### src/rtl/id_branch_ctrl_if.sv
// Fetch/EX-facing signal bundle for the ID branch controller; slave = ID stage, master = its environment.
// HAZARD_STATS_EN adds the stall/flush counter outputs.
interface id_branch_ctrl_if;
    logic [31:0] PC_in;
    logic [31:0] Instruction_in;
    logic        ext_stall;
    logic [31:0] rs_val;
    logic [31:0] rt_val;
    logic        ex_reg_write;
    logic        ex_mem_read;
    logic [4:0]  ex_dest;
    logic        mem_mem_read;
    logic [4:0]  mem_dest;
    logic [4:0]  rs_addr;
    logic [4:0]  rt_addr;
    logic        freeze;
    logic        Branch_taken;
    logic [31:0] BranchAddr;
    logic [31:0] PC_out;
    logic [31:0] Instruction_out;
    logic        valid_out;
`ifdef HAZARD_STATS_EN
    logic [15:0] stall_count;
    logic [15:0] flush_count;
`endif

    modport slave (
        input  PC_in, Instruction_in, ext_stall, rs_val, rt_val,
               ex_reg_write, ex_mem_read, ex_dest, mem_mem_read, mem_dest,
        output rs_addr, rt_addr, freeze, Branch_taken, BranchAddr,
               PC_out, Instruction_out, valid_out
`ifdef HAZARD_STATS_EN
             , stall_count, flush_count
`endif
    );

    modport master (
        output PC_in, Instruction_in, ext_stall, rs_val, rt_val,
               ex_reg_write, ex_mem_read, ex_dest, mem_mem_read, mem_dest,
        input  rs_addr, rt_addr, freeze, Branch_taken, BranchAddr,
               PC_out, Instruction_out, valid_out
`ifdef HAZARD_STATS_EN
             , stall_count, flush_count
`endif
    );
endinterface

### src/rtl/id_branch_ctrl.sv
// IF/ID register + ID-stage hazard detection and branch resolution; fetch->EX latency 1 cycle, taken branch costs 1 bubble.
// Backpressure: hazards raise freeze and hold IF/ID; ext_stall holds everything. HAZARD_STATS_EN adds saturating stall/flush counters.
module id_branch_ctrl #(
    parameter logic [5:0] OP_BEQ = 6'd10,
    parameter logic [5:0] OP_BNE = 6'd11,
    parameter logic [5:0] OP_JMP = 6'd12,
    parameter logic [5:0] OP_LD  = 6'd4
) (
    input  logic              clk,
    input  logic              rst,
    id_branch_ctrl_if.slave   bus
);
    typedef enum logic [1:0] {RUN, STALL, FLUSH} state_t;

    state_t      state_q, state_d;
    logic [31:0] pc_q, pc_d;
    logic [31:0] instr_q, instr_d;
    logic        valid_q, valid_d;

    logic [5:0]  op;
    logic [4:0]  rs, rt;
    logic [31:0] imm_sext;
    logic        is_beq, is_bne, is_jmp, is_br;
    logic        uses_rs, uses_rt;
    logic        load_use, br_hazard, hazard, take, ops_eq;

    assign op       = instr_q[31:26];
    assign rs       = instr_q[25:21];
    assign rt       = instr_q[20:16];
    assign imm_sext = {{16{instr_q[15]}}, instr_q[15:0]};
    assign is_beq   = (op == OP_BEQ);
    assign is_bne   = (op == OP_BNE);
    assign is_jmp   = (op == OP_JMP);
    assign is_br    = is_beq | is_bne;
    assign uses_rs  = !is_jmp && (instr_q != 32'd0);
    assign uses_rt  = (op == 6'd0) || is_br;

    // Loads are recognised from the EX/MEM flags, never from OP_LD in ID.
    assign load_use  = bus.ex_mem_read && (bus.ex_dest != 5'd0) &&
                       ((uses_rs && bus.ex_dest == rs) || (uses_rt && bus.ex_dest == rt));
    assign br_hazard = is_br &&
                       ((bus.ex_reg_write && bus.ex_dest != 5'd0 &&
                         (bus.ex_dest == rs || bus.ex_dest == rt)) ||
                        (bus.mem_mem_read && bus.mem_dest != 5'd0 &&
                         (bus.mem_dest == rs || bus.mem_dest == rt)));
    assign hazard    = valid_q && (load_use || br_hazard);
    assign ops_eq    = (bus.rs_val == bus.rt_val);
    assign take      = valid_q && !hazard && !bus.ext_stall &&
                       (is_jmp || (is_beq && ops_eq) || (is_bne && !ops_eq));

    assign bus.rs_addr         = rs;
    assign bus.rt_addr         = rt;
    assign bus.freeze          = hazard && !bus.ext_stall;
    assign bus.Branch_taken    = take;
    assign bus.BranchAddr      = take ? (pc_q + imm_sext) : 32'd0;
    assign bus.valid_out       = valid_q && !hazard && !bus.ext_stall;
    assign bus.Instruction_out = bus.valid_out ? instr_q : 32'd0;
    assign bus.PC_out          = pc_q;

    always_comb begin
        state_d = state_q;
        pc_d    = pc_q;
        instr_d = instr_q;
        valid_d = valid_q;
        if (!bus.ext_stall) begin
            if (hazard) begin
                state_d = STALL;
            end else if (take) begin
                // The instruction fetched alongside a taken branch is wrong-path.
                pc_d    = bus.PC_in;
                instr_d = 32'd0;
                valid_d = 1'b0;
                state_d = FLUSH;
            end else begin
                pc_d    = bus.PC_in;
                instr_d = bus.Instruction_in;
                valid_d = 1'b1;
                state_d = RUN;
            end
        end
    end

    always_ff @(posedge clk or negedge rst) begin
        if (!rst) begin
            state_q <= RUN;
            pc_q    <= 32'd0;
            instr_q <= 32'd0;
            valid_q <= 1'b0;
        end else begin
            state_q <= state_d;
            pc_q    <= pc_d;
            instr_q <= instr_d;
            valid_q <= valid_d;
        end
    end

`ifdef HAZARD_STATS_EN
    logic [15:0] stall_cnt_q, stall_cnt_d;
    logic [15:0] flush_cnt_q, flush_cnt_d;

    always_comb begin
        stall_cnt_d = stall_cnt_q;
        flush_cnt_d = flush_cnt_q;
        if (bus.freeze && stall_cnt_q != 16'hFFFF) stall_cnt_d = stall_cnt_q + 16'd1;
        if (take && flush_cnt_q != 16'hFFFF)       flush_cnt_d = flush_cnt_q + 16'd1;
    end

    always_ff @(posedge clk or negedge rst) begin
        if (!rst) begin
            stall_cnt_q <= 16'd0;
            flush_cnt_q <= 16'd0;
        end else begin
            stall_cnt_q <= stall_cnt_d;
            flush_cnt_q <= flush_cnt_d;
        end
    end

    assign bus.stall_count = stall_cnt_q;
    assign bus.flush_count = flush_cnt_q;
`endif
endmodule

### src/flat_wrapper.sv
// flat-port wrapper written by rule: the top's interface ports become plain ports
module id_branch_ctrl_flat 
#(
    parameter logic [5:0] OP_BEQ = 6'd10,
    parameter logic [5:0] OP_BNE = 6'd11,
    parameter logic [5:0] OP_JMP = 6'd12,
    parameter logic [5:0] OP_LD  = 6'd4
)
  (clk, rst, bus_PC_in, bus_Instruction_in, bus_ext_stall, bus_rs_val, bus_rt_val, bus_ex_reg_write, bus_ex_mem_read, bus_ex_dest, bus_mem_mem_read, bus_mem_dest, bus_rs_addr, bus_rt_addr, bus_freeze, bus_Branch_taken, bus_BranchAddr, bus_PC_out, bus_Instruction_out, bus_valid_out);
  id_branch_ctrl_if bus_i ();
  input  logic clk;
  input  logic rst;
  input wire logic [$bits(bus_i.PC_in)-1:0] bus_PC_in;
  input wire logic [$bits(bus_i.Instruction_in)-1:0] bus_Instruction_in;
  input wire logic [$bits(bus_i.ext_stall)-1:0] bus_ext_stall;
  input wire logic [$bits(bus_i.rs_val)-1:0] bus_rs_val;
  input wire logic [$bits(bus_i.rt_val)-1:0] bus_rt_val;
  input wire logic [$bits(bus_i.ex_reg_write)-1:0] bus_ex_reg_write;
  input wire logic [$bits(bus_i.ex_mem_read)-1:0] bus_ex_mem_read;
  input wire logic [$bits(bus_i.ex_dest)-1:0] bus_ex_dest;
  input wire logic [$bits(bus_i.mem_mem_read)-1:0] bus_mem_mem_read;
  input wire logic [$bits(bus_i.mem_dest)-1:0] bus_mem_dest;
  output wire logic [$bits(bus_i.rs_addr)-1:0] bus_rs_addr;
  output wire logic [$bits(bus_i.rt_addr)-1:0] bus_rt_addr;
  output wire logic [$bits(bus_i.freeze)-1:0] bus_freeze;
  output wire logic [$bits(bus_i.Branch_taken)-1:0] bus_Branch_taken;
  output wire logic [$bits(bus_i.BranchAddr)-1:0] bus_BranchAddr;
  output wire logic [$bits(bus_i.PC_out)-1:0] bus_PC_out;
  output wire logic [$bits(bus_i.Instruction_out)-1:0] bus_Instruction_out;
  output wire logic [$bits(bus_i.valid_out)-1:0] bus_valid_out;
  assign bus_i.PC_in = bus_PC_in;
  assign bus_i.Instruction_in = bus_Instruction_in;
  assign bus_i.ext_stall = bus_ext_stall;
  assign bus_i.rs_val = bus_rs_val;
  assign bus_i.rt_val = bus_rt_val;
  assign bus_i.ex_reg_write = bus_ex_reg_write;
  assign bus_i.ex_mem_read = bus_ex_mem_read;
  assign bus_i.ex_dest = bus_ex_dest;
  assign bus_i.mem_mem_read = bus_mem_mem_read;
  assign bus_i.mem_dest = bus_mem_dest;
  assign bus_rs_addr = bus_i.rs_addr;
  assign bus_rt_addr = bus_i.rt_addr;
  assign bus_freeze = bus_i.freeze;
  assign bus_Branch_taken = bus_i.Branch_taken;
  assign bus_BranchAddr = bus_i.BranchAddr;
  assign bus_PC_out = bus_i.PC_out;
  assign bus_Instruction_out = bus_i.Instruction_out;
  assign bus_valid_out = bus_i.valid_out;
  id_branch_ctrl #(.OP_BEQ(OP_BEQ), .OP_BNE(OP_BNE), .OP_JMP(OP_JMP), .OP_LD(OP_LD)) u_core (.clk(clk), .rst(rst), .bus(bus_i));
endmodule
### config.mk
export PLATFORM = sky130hd
export DESIGN_NAME = id_branch_ctrl_flat
export DESIGN_NICKNAME = d
export VERILOG_FILES = /design/src/rtl/id_branch_ctrl_if.sv /design/src/rtl/id_branch_ctrl.sv /design/src/flat_wrapper.sv
export SDC_FILE = /design/constraint.sdc
export NUM_CORES = 1
export LEC_CHECK = 0
export ABC_AREA = 0
export CORE_MARGIN = 2
export CORE_UTILIZATION = 45
export DETAILED_ROUTE_END_ITERATION = 10
export GPL_TIMING_DRIVEN = 0
export HOLD_SLACK_MARGIN = 0.1
export PLACE_DENSITY = 0.89
export SLEW_MARGIN = 15
export SYNTH_ARGS = -nofsm -noshare
export SYNTH_HDL_FRONTEND = slang
export SYNTH_SLANG_ARGS = --single-unit
### constraint.sdc
create_clock -name clk -period 8.55 [get_ports clk]
set_input_delay 1.71 -clock clk [delete_from_list [all_inputs] [get_ports clk]]
set_output_delay 1.71 -clock clk [all_outputs]
set_load 0.01 [all_outputs]
==> results of run 1 <==
[power groups by stage]
stage	logic, uW	registers [uW]	clock network, uW
final	552	390	342
after global routing	604	395	360
after CTS	549	390	344
after detailed placement	546	395	0
after global placement	535	394	0
after floorplan	314	387	0
[final timing paths]
check / from / endpoint / slack (ps) / depth (start not counted)
setup reg to reg: u_core.instr_q[27] / u_core.bus.PC_out[1] / 5520 / 9
hold / removal: u_core.bus.PC_out[9] / u_core.bus.PC_out[9] / 520 / 2
max in group asynchronous: rst / u_core.instr_q[10] / 6790 / 2
setup / recovery: bus_mem_dest[0] / bus_Instruction_out[12] / 1730 / 8
hold reg to reg: u_core.bus.PC_out[9] / u_core.bus.PC_out[9] / 520 / 2
min in group asynchronous: rst / u_core.bus.PC_out[15] / 1240 / 1
[kinds of logic (layout without fill, tap and decap cells)]
group,after synthesis,in the layout,synth area share
simple gates,266,266,0.2452
compound gates,145,145,0.1923
xor+xnor,73,73,0.1230
flops,65,65,0.3129
buf+inv,43,312,0.04236
fa+ha+maj,32,32,0.07846
mux,3,3,0.005776
[flip-flops by register name, summed over array words and instances, names as in the netlist]
signal             cells
u_core.bus.PC_out     32
u_core.instr_q        32
u_core.valid_q         1
[metrics by stage]
step                      hold WS [ps]  std cells  power [uW]
after detailed placement         511.0       1023       940.8
after global placement           499.5       1022       928.5
after global routing             556.1       1039        1360
final                            521.5       1039        1284
after floorplan                  491.4        627       700.8
after CTS                        522.0       1039        1284
[area by class of cell]
| type | instances | share of cell area |
|---|---|---|
| Inverter | 7 | 0.003357 |
| Clock inverter | 4 | 0.003509 |
| Timing Repair Buffer | 253 | 0.3106 |
| Sequential cell | 65 | 0.1984 |
| Clock buffer | 12 | 0.03006 |
| Multi-Input combinational cell | 519 | 0.4088 |
| Tap cell | 143 | 0.02182 |
| Buffer | 36 | 0.02350 |
[cell usage in the layout (no fill, tap or decap), drive strengths merged, types with 2 or more instances in the layout]
cell type | synthesis | layout
o21a | 9 | 9
ha | 31 | 31
xor2 | 50 | 50
clkinv | 1 | 3
dfrtp | 65 | 65
o211ai | 3 | 3
nand2 | 116 | 116
a22o | 34 | 34
a311oi | 2 | 2
a21oi | 35 | 35
o21bai | 5 | 5
and2 | 38 | 38
buf | 17 | 19
nand4 | 5 | 5
nand3 | 14 | 14
nor2 | 33 | 33
and4 | 4 | 4
mux2i | 3 | 3
a21o | 13 | 13
o31ai | 5 | 5
or3 | 3 | 3
and3 | 7 | 7
nor3b | 4 | 4
nand2b | 9 | 9
clkdlybuf4s50 | 0 | 251
clkbuf | 19 | 31
clkinvlp | 0 | 2
or2 | 2 | 2
nor2b | 3 | 3
a211oi | 4 | 4
nor4 | 11 | 11
xnor2 | 23 | 23
o311ai | 2 | 2
inv | 6 | 6
a31oi | 4 | 4
o21ai | 21 | 21
nor3 | 16 | 16
[worst min-delay path, cell delays in order, from the launching register on]
cell and delay [ps]:
dfrtp_1 370, nand2_1 60, nand2_1 60
[metal layers]
metal	vias up	track usage	routed length, um
li1	2727	-	-
met2	231	0.5004	8916
met5	-	0	0
met3	42	0.05498	1175
met1	2627	0.3284	6719
met4	0	0.1152	642
==> run metrics, run 1 <==
status=finished clean; Iter 0 DRT Violations=210; num rows=39; setup ws final=1733 ps; Cell Area, Synth=5199 um^2; FF+latch area=1627 um^2; peak fanout along the critical path=10; Max Root-Sink Buffers=2; # fillers=880; Net Count, Synth=803; CORE AREA=11370 um^2; I/O Buffers=252; Final Hold Viols=0; Buf/Inv on CP=3; Avg Inst Size Synth=8.291 um^2; CTS Root Cell=clkbuf_16; DIE WIDTH=111.5 um; internal power=834.8 uW; sw frac=0.3500; Worst setup EP type=primary output; post-synthesis sequential area ratio=0.3129; cell taking the most area after synthesis=dfrtp_1; initial core utilization=0.4572; most common cell in the netlist=nand2_1; CP arrival=5110 ps; combinational power share=0.429; Yosys warnings=0; Synth Flop Type=dfrtp_1; area occupied by multi-input gates=3352 um^2; Async SR Flop Fraction=1.000; GPL Wtd Cong=0.9015; number of remaining DRC errors=0; cts bufs inserted=9; minimum clock period=6817 ps; dominant cells by area after synthesis=dfrtp_1, xor2_1, nand2_1, ha_1, a22o_1; CTS tree=yes; synth unique cells=50; Crit path max-delay family=simple AND/OR/NAND/NOR gates; top-area cell type share of the netlist area=0.3129; Cell Pwr Density=156.6 nW/um^2; Routed Antenna Nets=0; final core utilization=0.7213; layout cells sized above 1=0.04018; CP startpoint kind=input pin; GRT overflow=0; initial antenna violation count=0; fmax=0.1467 GHz; largest net degree at the start of global routing=52; hpwl dp=14270 um; actual slew at the worst max-slew pin=1059 ps; htree depth=3; Pre-Repair DR Iteration Count=4; Leakage=0.003595 uW; critical path, cell by cell=clkdlybuf4s50_1 > or4_1 > o211ai_1 > a21oi_1 > nor4_1 > clkbuf_1 > and2_1 > clkdlybuf4s50_1; wire per inst=16.80 um; global-route wire length before repair=28010 um; top-level I/O count=253; post-cts resize count=0; Tot GR Track Use=0.2797; EDFF count, synth=0; max_slew headroom=0.2876; #FFs+latches synth=65; hold_buf cts=0; vias in the first global route=5644; Sequential Power Share=0.304; via density per instance=5.416; CP max-delay cell=nor4_1; CTS clk-pin slew, worst paths=60 ps; CTS Sinks=65; Die H=111.5 um; Routed Wire Length=17450 um; fin nets=1067; Fin Clk Skew=8.894 ps; n_diodes=0; CP Class=input pin to primary output; Setup Buffers After CTS=0; unrepaired setup endpoints after global routing=no; Area growth syn-to-layout=57.74%; clock network power share=0.267; Switch Pwr=449.5 uW; MaxCap Viol Count=0; slowest stage delay, CP=880 ps; fin crit share=0.7973; final max-slew violation count=0; final setup violation count=0; Setup TNS Final=0 ps; Post-DP Area=7925 um^2; via count=5627; pre-CTS setup slack=1669 ps; Synth top cells by count=nand2_1, dfrtp_1, xor2_1, and2_1, a21oi_1; Critical Path RT=6840 ps; worst-case vdd ir drop=0.09561 mV; die footprint=12430 um^2; Post-Layout Inst Area=8200 um^2; Mapped Cells=627; Hold Crit Class=flop to flop; CP most frequent cell=clkdlybuf4s50_1; Worst-Skew Late Latency=340 ps
Note: power is estimated with default switching activity, not from simulation.
==> run 2: changes to the inputs <==
--- a/config.mk
+++ b/config.mk
@@ -7,11 +7,11 @@
 export LEC_CHECK = 0
 export ABC_AREA = 0
 export CORE_MARGIN = 2
-export CORE_UTILIZATION = 45
+export CORE_UTILIZATION = 42
 export DETAILED_ROUTE_END_ITERATION = 10
 export GPL_TIMING_DRIVEN = 0
 export HOLD_SLACK_MARGIN = 0.1
-export PLACE_DENSITY = 0.89
+export PLACE_DENSITY = 0.84
 export SLEW_MARGIN = 15
 export SYNTH_ARGS = -nofsm -noshare
 export SYNTH_HDL_FRONTEND = slang
==> constraint.sdc (replaced) <==
create_clock -name clk -period 7 [get_ports clk]
set_input_delay 1.4 -clock clk [delete_from_list [all_inputs] [get_ports clk]]
set_output_delay 1.4 -clock clk [all_outputs]
set_load 0.01 [all_outputs]
==> run 2 against run 1 <==
  * Core utilization fell by 3.6 points
  * Combinational power rose by 23%
  * Register-to-register slack got worse by 1400 ps
  * Largest power group unchanged
  * Wire length rose by 1.5%
==> run metrics, run 2 (synthesis results as in run 1) <==
Hold Crit Class=flop to flop; largest net degree at the start of global routing=45 (-13%); Setup TNS Final=0 ps (unchanged); cts bufs inserted=9 (unchanged); GPL Wtd Cong=0.9354 (+3.8%); vias in the first global route=5516 (-2.3%); post-cts resize count=0 (unchanged); Routed Wire Length=17710 um (+1.5%); initial antenna violation count=0 (unchanged); peak fanout along the critical path=10 (unchanged); top-level I/O count=253 (unchanged); layout cells sized above 1=0.03911 (-0.001072); Fin Clk Skew=7.302 ps (-1.593 ps); most frequent cells in the layout=clkdlybuf4s50_1, nand2_1, dfrtp_1; fmax=0.1634 GHz; Critical Path RT=5600 ps (-1240 ps); status=finished clean; GR Util met3=0.06906 (+0.01408); CP startpoint kind=input pin; unrepaired setup endpoints after global routing=no; Tot GR Track Use=0.2729 (-0.006816); max_slew headroom=0.3736 (+0.08605); Die H=115.3 um (+3.4%); hold_buf cts=0 (unchanged); CORE AREA=12060 um^2 (+6.1%); GRT overflow=0 (unchanged); Final Hold Viols=0 (unchanged); CTS tree=yes; htree depth=3 (unchanged); wire per inst=16.66 um (-0.81%); via count=5598 (-0.52%); num rows=40 (+2.6%); fin crit share=0.8742; CTS Root Cell=clkbuf_16; CTS Sinks=65 (unchanged); Cell Pwr Density=198.2 nW/um^2 (+27%); CP arrival=4720 ps (-390 ps); number of remaining DRC errors=0 (unchanged); Area growth syn-to-layout=59.04%; MaxCap Viol Count=0 (unchanged); global-route wire length before repair=28120 um (+0.39%); GR Util met1=0.3266 (-0.001759); Iter 0 DRT Violations=408 (+94%); DIE WIDTH=115.3 um (+3.4%); fin nets=1067 (unchanged); initial core utilization=0.4310 (-0.02623); Leakage=0.003619 uW (+0.66%); CTS clk-pin slew, worst paths=50 ps (about the same); Max Root-Sink Buffers=2 (unchanged); Final Total Pwr=1639 uW (+28%); GRT Max-Usage Layer=met2; minimum clock period=6119 ps; most common cell after layout, fill and taps aside=clkdlybuf4s50_1; worst-case vdd ir drop=0.1693 mV (+77%); Worst setup EP type=primary output; Setup Buffers After CTS=0 (unchanged); actual slew at the worst max-slew pin=931.0 ps (-127.9 ps); met2 Track Usage GR=0.4769 (-0.02354); Pre-Repair DR Iteration Count=5 (+1); hpwl dp=14360 um (+0.63%); die footprint=13280 um^2 (+6.9%); final setup violation count=0 (unchanged); CP Class=input pin to primary output; n_diodes=0 (unchanged); Routed Antenna Nets=0 (unchanged); Worst-Skew Late Latency=340 ps (about the same); I/O Buffers=252 (unchanged); final max-slew violation count=0 (unchanged); via density per instance=5.266 (-2.8%)
run 2: cell types whose count changed in the layout (fill, tap and decap cells not counted):
cell	delta
bufinv_16	+2
clkinvlp_4	-2
clkinv_4	-1
run 2: stage by stage:
step	setup WS, ps	std cells	hold slack [ps]	instance area, um^2	utilization
after floorplan	2158	627	491.4	5199	-
after global placement	865.9	1047	492.6	7931	0.6576
after detailed placement	817.9	1048	501.8	7956	0.6596
after CTS	806.5	1063	511.9	8268	0.6855
after global routing	604.5	1063	540.2	8268	0.6855
final	880.6	1063	511.3	8268	0.6855
run 2: path summary, 6_finish.rpt:
| path | start | to | slack [ps] | depth (start not counted) |
|---|---|---|---|---|
| setup / recovery | bus_mem_dest[0] | bus_Instruction_out[12] | 880 | 8 |
| hold / removal | u_core.bus.PC_out[5] | u_core.bus.PC_out[5] | 510 | 2 |
| setup reg to reg | u_core.instr_q[27] | u_core.bus.PC_out[26] | 4080 | 9 |
| hold reg to reg | u_core.bus.PC_out[5] | u_core.bus.PC_out[5] | 510 | 2 |
| max in group asynchronous | rst | u_core.instr_q[4] | 5510 | 2 |
| min in group asynchronous | rst | u_core.bus.PC_out[20] | 960 | 1 |
run 2: metal layers:
| layer | vias to the layer above | share of wire |
|---|---|---|
| met5 | - | 0 |
| li1 | 2736 | - |
| met1 | 2618 | 0.40 |
| met4 | 0 | 0.023 |
| met3 | 34 | 0.065 |
| met2 | 210 | 0.51 |
run 2: worst max-delay path, stage by stage:
cell	delay, ps
clkdlybuf4s50_1	460
or4_1	570
o211ai_1	200
a21oi_1	110
nor4_1	780
clkbuf_1	440
and2_1	220
clkdlybuf4s50_1	540
run 2: layout make-up:
cell class,count,area (um^2)
fillers,980,3794
multi-input cells,519,3352
repair buffers,253,2547
flip-flops and latches,65,1627
clock buffers,12,246.5
well taps,168,210.2
plain buffers,36,192.7
clock inverters,3,65.06
inverters,7,27.53
run 2: report_power, final:
group	total (uW)	switching (uW)	internal, uW
Sequential	477	57.3	419
Combinational	677	326	351
Clock	485	166	319
Total	1640	549	1090
